$ cat src/rtl/offchip_link_pkg.sv
// Shared definitions for the off-chip 16-bit lane link (receive and transmit sides).
package offchip_link_pkg;

  localparam int LANE_W         = 16;
  localparam int BEATS_PER_WORD = 4;
  localparam int DATA_W         = LANE_W * BEATS_PER_WORD;

  typedef enum logic [1:0] {
    ASM_A0 = 2'd0,
    ASM_A1 = 2'd1,
    ASM_A2 = 2'd2,
    ASM_A3 = 2'd3
  } asm_state_e;

  // Beat k carries byte k in its low half and byte k+4 in its high half.
  function automatic logic [LANE_W-1:0] beat_slice(input logic [DATA_W-1:0] word,
                                                   input int unsigned k);
    return {word[8*k+32 +: 8], word[8*k +: 8]};
  endfunction

  // Inverse of beat_slice over a full set of four beats.
  function automatic logic [DATA_W-1:0] beats_to_word(input logic [LANE_W-1:0] b0,
                                                      input logic [LANE_W-1:0] b1,
                                                      input logic [LANE_W-1:0] b2,
                                                      input logic [LANE_W-1:0] b3);
    return {b3[15:8], b2[15:8], b1[15:8], b0[15:8],
            b3[7:0],  b2[7:0],  b1[7:0],  b0[7:0]};
  endfunction

endpackage

$ cat src/rtl/offchip_rx_fifo.sv
// Word buffer for the lane receiver: DEPTH x WIDTH storage, wrap-bit pointers.
// A push into a full FIFO is accepted only when a pop happens in the same cycle.
module offchip_rx_fifo
  import offchip_link_pkg::*;
#(
  parameter int DEPTH = 8,
  parameter int WIDTH = DATA_W
) (
  input  logic             i_clk,
  input  logic             i_rst,
  input  logic             i_push,
  input  logic [WIDTH-1:0] i_data,
  input  logic             i_pop,
  output logic [WIDTH-1:0] o_data,
  output logic             o_full,
  output logic             o_empty
);

  localparam int AW = $clog2(DEPTH);

  logic [AW:0]      r_wr_ptr;
  logic [AW:0]      r_rd_ptr;
  logic [WIDTH-1:0] r_mem [DEPTH];
  logic             w_do_push;
  logic             w_do_pop;

  assign o_full    = (r_wr_ptr[AW] != r_rd_ptr[AW]) && (r_wr_ptr[AW-1:0] == r_rd_ptr[AW-1:0]);
  assign o_empty   = (r_wr_ptr == r_rd_ptr);
  assign w_do_pop  = i_pop && !o_empty;
  assign w_do_push = i_push && (!o_full || w_do_pop);
  assign o_data    = r_mem[r_rd_ptr[AW-1:0]];

  // Pointer update; reset empties the buffer.
  always_ff @(posedge i_clk) begin
    if (!i_rst) begin
      r_wr_ptr <= '0;
      r_rd_ptr <= '0;
    end else begin
      if (w_do_push) r_wr_ptr <= r_wr_ptr + (AW+1)'(1);
      if (w_do_pop)  r_rd_ptr <= r_rd_ptr + (AW+1)'(1);
    end
  end

  // Storage write; contents are don't-care until pushed.
  always_ff @(posedge i_clk) begin
    if (w_do_push) r_mem[r_wr_ptr[AW-1:0]] <= i_data;
  end

endmodule

$ cat src/rtl/offchip_link_rx.sv
// Receive end of the off-chip lane link: beat assembly, word FIFO, output register,
// credit return. Optional lane parity checking is enabled by OFFCHIP_RX_PARITY_EN.
//
// state  | meaning
// A0     | waiting for beat 0 (lane_sof must be set)
// A1     | beat 0 stored, waiting for beat 1
// A2     | beats 0-1 stored, waiting for beat 2
// A3     | beats 0-2 stored, next beat completes the word
module offchip_link_rx
  import offchip_link_pkg::*;
#(
  parameter int DEPTH = 8
) (
  input  logic              i_clk,
  input  logic              i_rst,
  input  logic [LANE_W-1:0] i_lane_in,
  input  logic              i_lane_valid,
  input  logic              i_lane_sof,
`ifdef OFFCHIP_RX_PARITY_EN
  input  logic              i_lane_par,
  output logic              o_data_err,
`endif
  output logic              o_credit_ret,
  output logic [DATA_W-1:0] o_data_out,
  output logic              o_valid_out,
  input  logic              i_ready,
  output logic              o_frame_err,
  output logic              o_overflow_err
);

`ifdef OFFCHIP_RX_PARITY_EN
  localparam int FIFO_W = DATA_W + 1;
`else
  localparam int FIFO_W = DATA_W;
`endif

  asm_state_e        r_state;
  asm_state_e        w_state_nxt;
  logic              w_ld0, w_ld1, w_ld2;
  logic              w_push;
  logic              w_ferr_set;
  logic [LANE_W-1:0] r_beat0, r_beat1, r_beat2;
  logic [DATA_W-1:0] w_word;
  logic [FIFO_W-1:0] w_fifo_din;
  logic [FIFO_W-1:0] w_fifo_dout;
  logic              w_fifo_full;
  logic              w_fifo_empty;
  logic              w_pop;
  logic              r_valid;
  logic [DATA_W-1:0] r_data;
  logic              r_frame_err;
  logic              r_overflow_err;

  // Assembly state register.
  always_ff @(posedge i_clk) begin
    if (!i_rst) r_state <= ASM_A0;
    else        r_state <= w_state_nxt;
  end

  // Next state and beat capture strobes; a stray sof restarts the word at this beat.
  always_comb begin
    w_state_nxt = r_state;
    w_ld0       = 1'b0;
    w_ld1       = 1'b0;
    w_ld2       = 1'b0;
    w_push      = 1'b0;
    w_ferr_set  = 1'b0;
    if (i_lane_valid) begin
      if (r_state == ASM_A0) begin
        if (i_lane_sof) begin
          w_ld0       = 1'b1;
          w_state_nxt = ASM_A1;
        end else begin
          w_ferr_set  = 1'b1;
        end
      end else if (i_lane_sof) begin
        w_ferr_set  = 1'b1;
        w_ld0       = 1'b1;
        w_state_nxt = ASM_A1;
      end else begin
        case (r_state)
          ASM_A1: begin w_ld1 = 1'b1; w_state_nxt = ASM_A2; end
          ASM_A2: begin w_ld2 = 1'b1; w_state_nxt = ASM_A3; end
          ASM_A3: begin w_push = 1'b1; w_state_nxt = ASM_A0; end
          default: w_state_nxt = ASM_A0;
        endcase
      end
    end
  end

  // Beat holding registers for the word under assembly.
  always_ff @(posedge i_clk) begin
    if (!i_rst) begin
      r_beat0 <= '0;
      r_beat1 <= '0;
      r_beat2 <= '0;
    end else begin
      if (w_ld0) r_beat0 <= i_lane_in;
      if (w_ld1) r_beat1 <= i_lane_in;
      if (w_ld2) r_beat2 <= i_lane_in;
    end
  end

  assign w_word = beats_to_word(r_beat0, r_beat1, r_beat2, i_lane_in);

`ifdef OFFCHIP_RX_PARITY_EN
  logic w_beat_bad;
  logic r_par_acc;
  logic r_data_err;

  // Odd parity: lane_in plus lane_par must carry an odd number of ones.
  assign w_beat_bad = ~^{i_lane_in, i_lane_par};
  assign w_fifo_din = {r_par_acc | w_beat_bad, w_word};

  // Accumulate parity failures over the beats of the current word.
  always_ff @(posedge i_clk) begin
    if (!i_rst)             r_par_acc <= 1'b0;
    else if (w_ld0)         r_par_acc <= w_beat_bad;
    else if (w_ld1 | w_ld2) r_par_acc <= r_par_acc | w_beat_bad;
  end

  // Word mark travels alongside the output register.
  always_ff @(posedge i_clk) begin
    if (!i_rst)     r_data_err <= 1'b0;
    else if (w_pop) r_data_err <= w_fifo_dout[DATA_W];
  end

  assign o_data_err = r_data_err & r_valid;
`else
  assign w_fifo_din = w_word;
`endif

  offchip_rx_fifo #(
    .DEPTH (DEPTH),
    .WIDTH (FIFO_W)
  ) u_fifo (
    .i_clk   (i_clk),
    .i_rst   (i_rst),
    .i_push  (w_push),
    .i_data  (w_fifo_din),
    .i_pop   (w_pop),
    .o_data  (w_fifo_dout),
    .o_full  (w_fifo_full),
    .o_empty (w_fifo_empty)
  );

  // Loading the output register frees a FIFO slot, which is what returns a credit.
  assign w_pop = i_rst && !w_fifo_empty && (!r_valid || i_ready);

  // Output register: load on pop, hold under backpressure, drop after handshake.
  always_ff @(posedge i_clk) begin
    if (!i_rst) begin
      r_valid <= 1'b0;
      r_data  <= '0;
    end else if (w_pop) begin
      r_valid <= 1'b1;
      r_data  <= w_fifo_dout[DATA_W-1:0];
    end else if (i_ready) begin
      r_valid <= 1'b0;
    end
  end

  // Sticky error flags, cleared only by reset.
  always_ff @(posedge i_clk) begin
    if (!i_rst) begin
      r_frame_err    <= 1'b0;
      r_overflow_err <= 1'b0;
    end else begin
      if (w_ferr_set)                         r_frame_err    <= 1'b1;
      if (w_push && w_fifo_full && !w_pop)    r_overflow_err <= 1'b1;
    end
  end

  assign o_credit_ret   = w_pop;
  assign o_valid_out    = r_valid;
  assign o_data_out     = r_data;
  assign o_frame_err    = r_frame_err;
  assign o_overflow_err = r_overflow_err;

endmodule

$ cat config.mk
export PLATFORM = sky130hd
export DESIGN_NAME = offchip_link_rx
export DESIGN_NICKNAME = d
export VERILOG_FILES = /design/src/rtl/offchip_link_pkg.sv /design/src/rtl/offchip_rx_fifo.sv /design/src/rtl/offchip_link_rx.sv
export SDC_FILE = /design/constraint.sdc
export NUM_CORES = 1
export LEC_CHECK = 0
export ABC_CLOCK_PERIOD_IN_PS = 9650
export BUFFER_PORTS_ARGS = -buffer_cell sky130_fd_sc_hd__buf_2
export CAP_MARGIN = 30
export CORE_MARGIN = 3
export CORE_UTILIZATION = 40
export CTS_BUF_LIST = sky130_fd_sc_hd__clkbuf_4 sky130_fd_sc_hd__clkbuf_8
export DETAILED_ROUTE_END_ITERATION = 8
export GPL_ROUTABILITY_DRIVEN = 0
export GPL_TIMING_DRIVEN = 0
export PLACE_DENSITY = 0.52
export SYNTH_ARGS = -nofsm -noshare
export SYNTH_HDL_FRONTEND = slang
export SYNTH_SLANG_ARGS = --single-unit
$ cat constraint.sdc
create_clock -name i_clk -period 9.65 [get_ports i_clk]
set_clock_uncertainty 0.1 [all_clocks]
set_input_delay 0.4825 -clock i_clk [delete_from_list [all_inputs] [get_ports i_clk]]
set_output_delay 0.4825 -clock i_clk [all_outputs]
set_load 0.005 [all_outputs]
# After elaboration in Yosys (flattened, before gate mapping)
# Memory sizes are Yosys's and may differ from the RTL's. A register that Yosys moved wholly into a read port is not among the register bits.
# Index checks and enable logic that the tools add are counted.
# totals
ff_bits	61
mem_bits_rw	512
input_bits	21
output_inout_bits	68
wordCells	61
memories	1
# classes
add_sub_neg	2
eq_ne	7
muxes	25
n_reduce_logical	17
# mem_list
name	words	width	rd	rd_ports_with_merged_regs	wr	line	source
u_fifo.r_mem	8	64	1	1	1	offchip_rx_fifo.sv:23	logic [WIDTH-1:0] r_mem [DEPTH];
# op_table
op	n
two-way mux 1 bit	21
adder 4 x 1 -> 4 bit (second input constant)	2
logical AND 1 bit	7
two-way mux 2 bit	3
zero test 1 bit	5
equality test 2 bit (second input constant)	2
equality test 4 bit	1
case mux 2 bit (2 select lines)	1
equality test 3 bit	1
equality test 2 x 1 -> 1 bit (second input constant)	1
zero test 2 bit	1
logical OR 1 bit	2
!= test 2 bit (second input constant)	1
AND reduction 2 bit	1
nonzero test 2 bit	1
!= test 1 bit	1

# Logic depth before layout (Yosys ltp)
# Gate-level depths: netlist of run 1.
# logic_depth
ltp_word	9
mapped_depth	8

# By module
# A second synthesis of run 1 with hierarchy kept.
# hier_totals
hier_cells	1326
hier_area_um2	24394.6
# by_module_without_submodules
module	instances	cells_each	area_per_inst_um2
offchip_rx_fifo	1	810	19799.0
offchip_link_rx	1	516	4595.7

# Least setup slack after synthesis of run 1
# Ideal clock, no wire load.
# synth_path
kind	reg-to-reg
startpoint	register r_state[0]
endpoint	memory u_fifo.r_mem[1][0] (netlist name), enable pin
setup_time_ns	0.645
arrival_ns	7.487
required_time_ns	8.905
setup_slack_ns	1.418
path_stages_with_launch	6
period_less_slack_ns	8.232
cell_sequence	dfxtp_1 -> inv_1 -> ha_1 -> and4bb_2 -> a21boi_2 -> nor4bb_1
# synth_between
elab_chain_cells	8
word_cells_on_any_way	9
# synth_lines
item	line	source
start: declaration	offchip_link_rx.sv:37	asm_state_e r_state;
start signal: assignment	offchip_link_rx.sv:57	else r_state <= w_state_nxt;
equality test 2 bit	offchip_link_rx.sv:81	case (r_state)
two-way mux 1 bit	offchip_link_rx.sv:81	
two-way mux 1 bit	offchip_link_rx.sv:76	end else if (i_lane_sof) begin
two-way mux 1 bit *	offchip_link_rx.sv:69	if (r_state == ASM_A0) begin
two-way mux 1 bit *	offchip_link_rx.sv:68	if (i_lane_valid) begin
logical AND 1 bit *	offchip_rx_fifo.sv:30	assign w_do_push = i_push && (!o_full || w_do_pop);
two-way mux 1 bit *	offchip_rx_fifo.sv:46	if (w_do_push) r_mem[r_wr_ptr[AW-1:0]] <= i_data;
two-way mux 1 bit (not written as such) *	offchip_rx_fifo.sv:46	
end: declaration	offchip_rx_fifo.sv:23	
# Every way passes the cells marked *; elsewhere a longest branch is shown, timed or not.

# Worst setup path in the final report of run 1
# layout_path
startpoint	register u_fifo.r_rd_ptr[0]
endpoint	memory u_fifo.r_mem[1][19] (netlist name), enable pin
# layout_between
elab_chain_cells	9
word_cells_on_any_way	12
# layout_lines
item	line	source
start: declaration	offchip_rx_fifo.sv:22	logic [AW:0] r_rd_ptr;
start signal: assignment	offchip_rx_fifo.sv:40	if (w_do_pop) r_rd_ptr <= r_rd_ptr + (AW+1)'(1);
equality test 4 bit	offchip_rx_fifo.sv:28	assign o_empty = (r_wr_ptr == r_rd_ptr);
zero test 1 bit	offchip_rx_fifo.sv:29, offchip_link_rx.sv:148	
logical AND 1 bit (2 in a row)	offchip_link_rx.sv:148	assign w_pop = i_rst && !w_fifo_empty && (!r_valid || i_ready);
logical AND 1 bit	offchip_rx_fifo.sv:29	assign w_do_pop = i_pop && !o_empty;
logical OR 1 bit *	offchip_rx_fifo.sv:30	
logical AND 1 bit *	offchip_rx_fifo.sv:30	
two-way mux 1 bit *	offchip_rx_fifo.sv:46	
two-way mux 1 bit (not written as such) *	offchip_rx_fifo.sv:46	
# Marks and branches as above.

==> results.json, run 1 <==
{
  "period_minus_slack_ps": 3570,
  "synth.distinct_cells": 42,
  "synthFlopType": "edfxtp_1",
  "place_hpwl_um": 34100,
  "fmax_mhz": 280,
  "area_growth_pct": 17.1,
  "grt_use_total": 0.182,
  "yosysWarnings": 0,
  "die_w_um": 251,
  "holdPathStages": 1,
  "htree_levels": 3,
  "power_mw": 5.83,
  "drv_cap": 0,
  "endpoint_kind": "register",
  "core_area_um2": 59100,
  "dr_total_vias": 12100,
  "rsz0062_at_grt": "false",
  "drtPass1Iterations": 5,
  "ys_ff_latch": 637,
  "drive_gt1_frac": 0.298,
  "ys_top_cells_by_area": "edfxtp_1 (64%), mux4_2 (12%), dfxtp_1 (10%), mux2i_1 (5.6%), nand2_1 (2.7%)",
  "numCtsBuffers": 106,
  "power_density_nw_per_um2": 208,
  "ir_drop_v": 0.000112,
  "clock_path_buffers": 3,
  "setup_viol_count_final": 0,
  "drtAntennaViolNets": 0,
  "final_hold_viol_count": 0,
  "max-slew-margin-rel": 0.368,
  "rows": 89,
  "crit_path_max_fanout": 10,
  "status": "completed",
  "synth_top_area_frac": 0.643,
  "dieHeight_um": 251,
  "setup_tns_ps": 0,
  "vias_per_cell": 5.16,
  "multi_input_area_um2": 5740,
  "period_share": 0.370,
  "postSynth.asyncResetShare": 0,
  "fin_nets": 1501,
  "grt_pass1_vias": 12900,
  "required_ps": 9950,
  "clk_pin_slew_worst_paths_ps": 60,
  "postCtsSetupRepairBufs": 0,
  "worst_r2r_path_depth": 8,
  "synthMostInstantiatedCell": "edfxtp_1",
  "final_util": 0.474,
  "cts_tree": "built",
  "worst_pin_slew_ps": 948,
  "port_buffers": 87,
  "critPathKind": "register to register",
  "wl_um": 56100,
  "drcViolationCount": 0,
  "synth_largest_area_cell": "edfxtp_1",
  "setup_ws_ps": 6080,
  "clk-insertion-delay-late_ps": 700,
  "synth_enable_flop_cells": 512,
  "ys_seq_area_frac": 0.747,
  "power_leakage_nw": 8.79,
  "report.final.slew_viol_count": 0,
  "yosys-top-cells-count": "edfxtp_1 (512), nand2_1 (170), mux2i_1 (133)",
  "post_drt_wl_per_cell_um": 24.0,
  "ioPinCount": 89,
  "seq_area_um2": 17900,
  "worst_ep_arrival_time_ps": 3870,
  "cp-start-kind": "register",
  "die-area_um2": 62800,
  "grt_max_degree": 41,
  "syn-num-nets": 1278,
  "cts_sinks": 637,
  "min_path_type": "input port to register",
  "netlist_area_um2": 23900,
  "drt_iter0_markers": 770,
  "place_ws_ps": 6090,
  "root_buffer": "clkbuf_8",
  "fillerInstances": 4973,
  "grt_remaining_overflow": 0,
  "syn_avg_cell_area_um2": 19.1,
  "initial_utilization": 0.405,
  "grt_pass1_wl_um": 83700,
  "synthCells": 1250,
  "antenna_found_initial": 6
}
## what timing repair did
action,CTS,global route
hold buffers,3,0
hold endpoints to repair,11,0
setup endpoints to repair,0,0
gates resized for setup,0,0
## through the flow
| stage | area (µm²) | hold WS, ps | cells |
|---|---|---|---|
| 2_1_floorplan | 23900 | 351 | 1250 |
| 3_3_place_gp | 25300 | 339 | 2110 |
| 3_5_place_dp | 25800 | 343 | 2135 |
| 4_1_cts | 28000 | 0.612 | 2336 |
| 5_1_grt | 28000 | 11.4 | 2339 |
| 6_report | 28000 | 62.8 | 2341 |
## critical path, cell delays in order (launching register included)
cell and delay (ps):
dfxtp_1 330, clkbuf_1 340, xor2_1 320, nor3_1 210, a21boi_2 440, nor4bb_4 910, buf_8 250, buf_8 180
buf_8 160
## sequential cells by signal (all words and copies together) (netlist names)
signal and count:
o_frame_err 1, u_fifo.r_wr_ptr 4, r_beat0 16, r_beat2 16
r_state 2, o_data_out 64, u_fifo.r_mem 512, u_fifo.r_rd_ptr 4
o_valid_out 1, o_overflow_err 1, r_beat1 16
## cell type report
class,count,share of cell area
diodes,5,0.000447
plain buffers,71,0.0125
clock buffers,173,0.0725
clock inverters,25,0.00460
inverters,4,0.000536
multi-input cells,538,0.205
flip-flops and latches,637,0.638
well taps,773,0.0345
repair buffers,115,0.0320
## final timing paths
check | startpoint | end | slack, ps
worst min register to register | o_data_out[16]$_SDFFE_PN0P_ | o_data_out[16]$_SDFFE_PN0P_ | 350
worst max-delay path | u_fifo.r_rd_ptr[0]$_SDFFE_PN0P_ | u_fifo.r_mem[1][19]$_DFFE_PP_ | 6080
worst max register to register | u_fifo.r_rd_ptr[0]$_SDFFE_PN0P_ | u_fifo.r_mem[1][19]$_DFFE_PP_ | 6080
worst min-delay path | i_lane_in[1] | u_fifo.r_mem[5][25]$_DFFE_PP_ | 60
## power by group
| group | switching, mW | internal, mW | leakage (nW) | total (mW) |
|---|---|---|---|---|
| registers | 0.0275 | 2.98 | 5.45 | 3.01 |
| clock network | 1.05 | 1.33 | 1.16 | 2.38 |
| logic | 0.223 | 0.223 | 2.19 | 0.446 |
| total | 1.30 | 4.53 | 8.79 | 5.83 |
## cells by family after synthesis
family	share of synthesized area
XOR/XNOR	0.00146
flip-flops	0.747
multiplexers	0.176
buffers and inverters	0.0152
AO/OA/AOI/OAI	0.0192
adder cells (fa/ha/maj)	0.00366
AND/OR/NAND/NOR	0.0369
## layout by cell type (no fill, tap or decap), drive strengths merged, types with 2 or more instances in the layout
cell type	n
mux4	128
diode	5
nor2b	3
nand3	4
dlygate4sd3	3
and4b	3
ha	7
clkbuf	214
buf	142
nor4bb	2
and3	4
edfxtp	512
a21oi	3
a21boi	51
inv	7
xor2	4
clkinv	19
nand2	170
mux2i	133
nand2b	4
clkinvlp	3
nor3	2
dfxtp	125
nor2	4
## layer usage
metal,wire length (µm),track usage
met5,0,0
met4,1180,0.0532
met3,2590,0.0381
met2,27400,0.298
met1,24900,0.248
(Power assumes the default switching activity.)
==> run 2, diff against run 1 <==
ABC_CLOCK_PERIOD_IN_PS = 3100   (was 9650)
PLACE_DENSITY = 0.54   (was 0.52)
clock period = 3.1 ns   (was 9.65 ns; I/O delays follow)
==> results.json, run 2 (synthesis gave the netlist of run 1 again) <==
{
  "multi_input_area_um2": 5780,
  "place_area_um2": 25900,
  "setup_viol_count_final": 0,
  "cts_sinks": 637,
  "port_buffers": 87,
  "die_w_um": 251,
  "grt_pass1_wl_um": 82700,
  "clk_pin_slew_worst_paths_ps": 60,
  "numCtsBuffers": 104,
  "endpoint_kind": "register",
  "cp-start-kind": "register",
  "die-area_um2": 62800,
  "setup_ws_ps": 53.5,
  "period_share": 0.983,
  "drcViolationCount": 0,
  "min_path_type": "input port to register",
  "finalInstanceArea_um2": 28200,
  "fmax_mhz": 328,
  "worst_pin_slew_ps": 974,
  "period_minus_slack_ps": 3050,
  "final_common_cell": "edfxtp_1",
  "seq_area_um2": 17900,
  "htree_levels": 3,
  "power_mw": 18.0,
  "drtPass1Iterations": 5,
  "final_util": 0.477,
  "worst_ep_arrival_time_ps": 3280,
  "power_leakage_nw": 8.86,
  "drt_iter0_markers": 860,
  "post_drt_wl_per_cell_um": 23.5,
  "vias_per_cell": 5.14,
  "grt_remaining_overflow": 0,
  "clk-insertion-delay-late_ps": 680,
  "rsz0062_at_grt": "true",
  "worst_r2r_path_depth": 6,
  "critPathKind": "register to register",
  "place_hpwl_um": 34100,
  "status": "completed",
  "max-slew-margin-rel": 0.351,
  "wl_um": 55300,
  "core_area_um2": 59100,
  "antenna_found_initial": 0,
  "rows": 89,
  "drtAntennaViolNets": 0,
  "place_ws_ps": -71.8,
  "grt_pass1_vias": 12900,
  "ioPinCount": 89,
  "report.final.slew_viol_count": 0,
  "ff2ff_setup_slack_ps": 50,
  "area_growth_pct": 18.0,
  "ir_drop_v": 0.000316,
  "most-common-layout-cells": "edfxtp_1 (512), nand2_1 (170), mux2i_1 (133)",
  "fillerInstances": 5033,
  "fin_nets": 1520,
  "crit_path_max_fanout": 40,
  "clock_path_buffers": 3,
  "final_hold_viol_count": 0,
  "power_density_nw_per_um2": 640,
  "required_ps": 3330,
  "drive_gt1_frac": 0.296,
  "dr_total_vias": 12100,
  "dieHeight_um": 251,
  "root_buffer": "clkbuf_8",
  "largest_reg_flops": 512,
  "grt_max_degree": 41,
  "holdPathStages": 4,
  "setup_tns_ps": 0,
  "drv_cap": 0,
  "grt_use_total": 0.179,
  "initial_utilization": 0.405,
  "cts_tree": "built"
}
## run 2: changes by cell type in the layout (fill, tap and decap cells not counted), moves of 4 or more
cell / delta
clkinv_1: +7
buf_12: +4
clkbuf_4: -11
diode_2: -4
clkinv_2: +5
dlygate4sd3_1: +18
## run 2: power by group
part | leakage [nW] | switching, mW | total (mW) | internal (mW)
combinational | 2.27 | 0.699 | 1.41 | 0.713
sequential | 5.45 | 0.0858 | 9.36 | 9.28
clock | 1.14 | 3.22 | 7.27 | 4.05
total | 8.86 | 4.01 | 18.0 | 14.0
## run 2: critical path, cell delays in order, from the launching register on
cell	delay (ps)
dfxtp_1	330
clkbuf_1	420
xor2_2	280
nor3_2	150
a21boi_4	330
and4b_4	720
buf_16	350
## run 2: area by class of cell
class / count / area share
clock buffers: 161 / 0.0686
multi-input cells: 538 / 0.205
diodes: 1 / 0.0000887
plain buffers: 71 / 0.0124
clock inverters: 35 / 0.00656
flip-flops and latches: 637 / 0.634
well taps: 773 / 0.0343
repair buffers: 136 / 0.0390
inverters: 4 / 0.000532
## run 2: what timing repair did
action / in CTS / in global routing
hold buffers: 21 / 0
endpoints found under the hold margin: 183 / 0
buffers inserted: 2 / 0
gates cloned: 0 / 0
endpoints found under the setup margin: 43 / 72
resized for setup: 1 / 0
## run 2: final timing paths
check                                  startpoint                             to
setup / recovery  u_fifo.r_rd_ptr[0]$_SDFFE_PN0P_  u_fifo.r_mem[6][18]$_DFFE_PP_
hold / removal                      i_lane_in[12]       r_beat0[12]$_SDFFE_PN0P_
setup reg to reg  u_fifo.r_rd_ptr[0]$_SDFFE_PN0P_  u_fifo.r_mem[6][18]$_DFFE_PP_
hold reg to reg       o_data_out[35]$_SDFFE_PN0P_    o_data_out[35]$_SDFFE_PN0P_
## run 2: routing by layer
layer / vias up / GRT usage / routed length (µm)
met5: - / 0 / 0
met4: 0 / 0.0517 / 830
met3: 56 / 0.0323 / 2150
li1: 5428 / - / -
met1: 6385 / 0.248 / 25600
met2: 233 / 0.292 / 26700
## run 2: per-stage QoR
step / std cells / hold WS (ps)
after floorplan: 1250 / 154
after global placement: 2110 / 341
after detailed placement: 2136 / 344
after CTS: 2355 / 242
after global routing: 2355 / 289
final: 2356 / 310
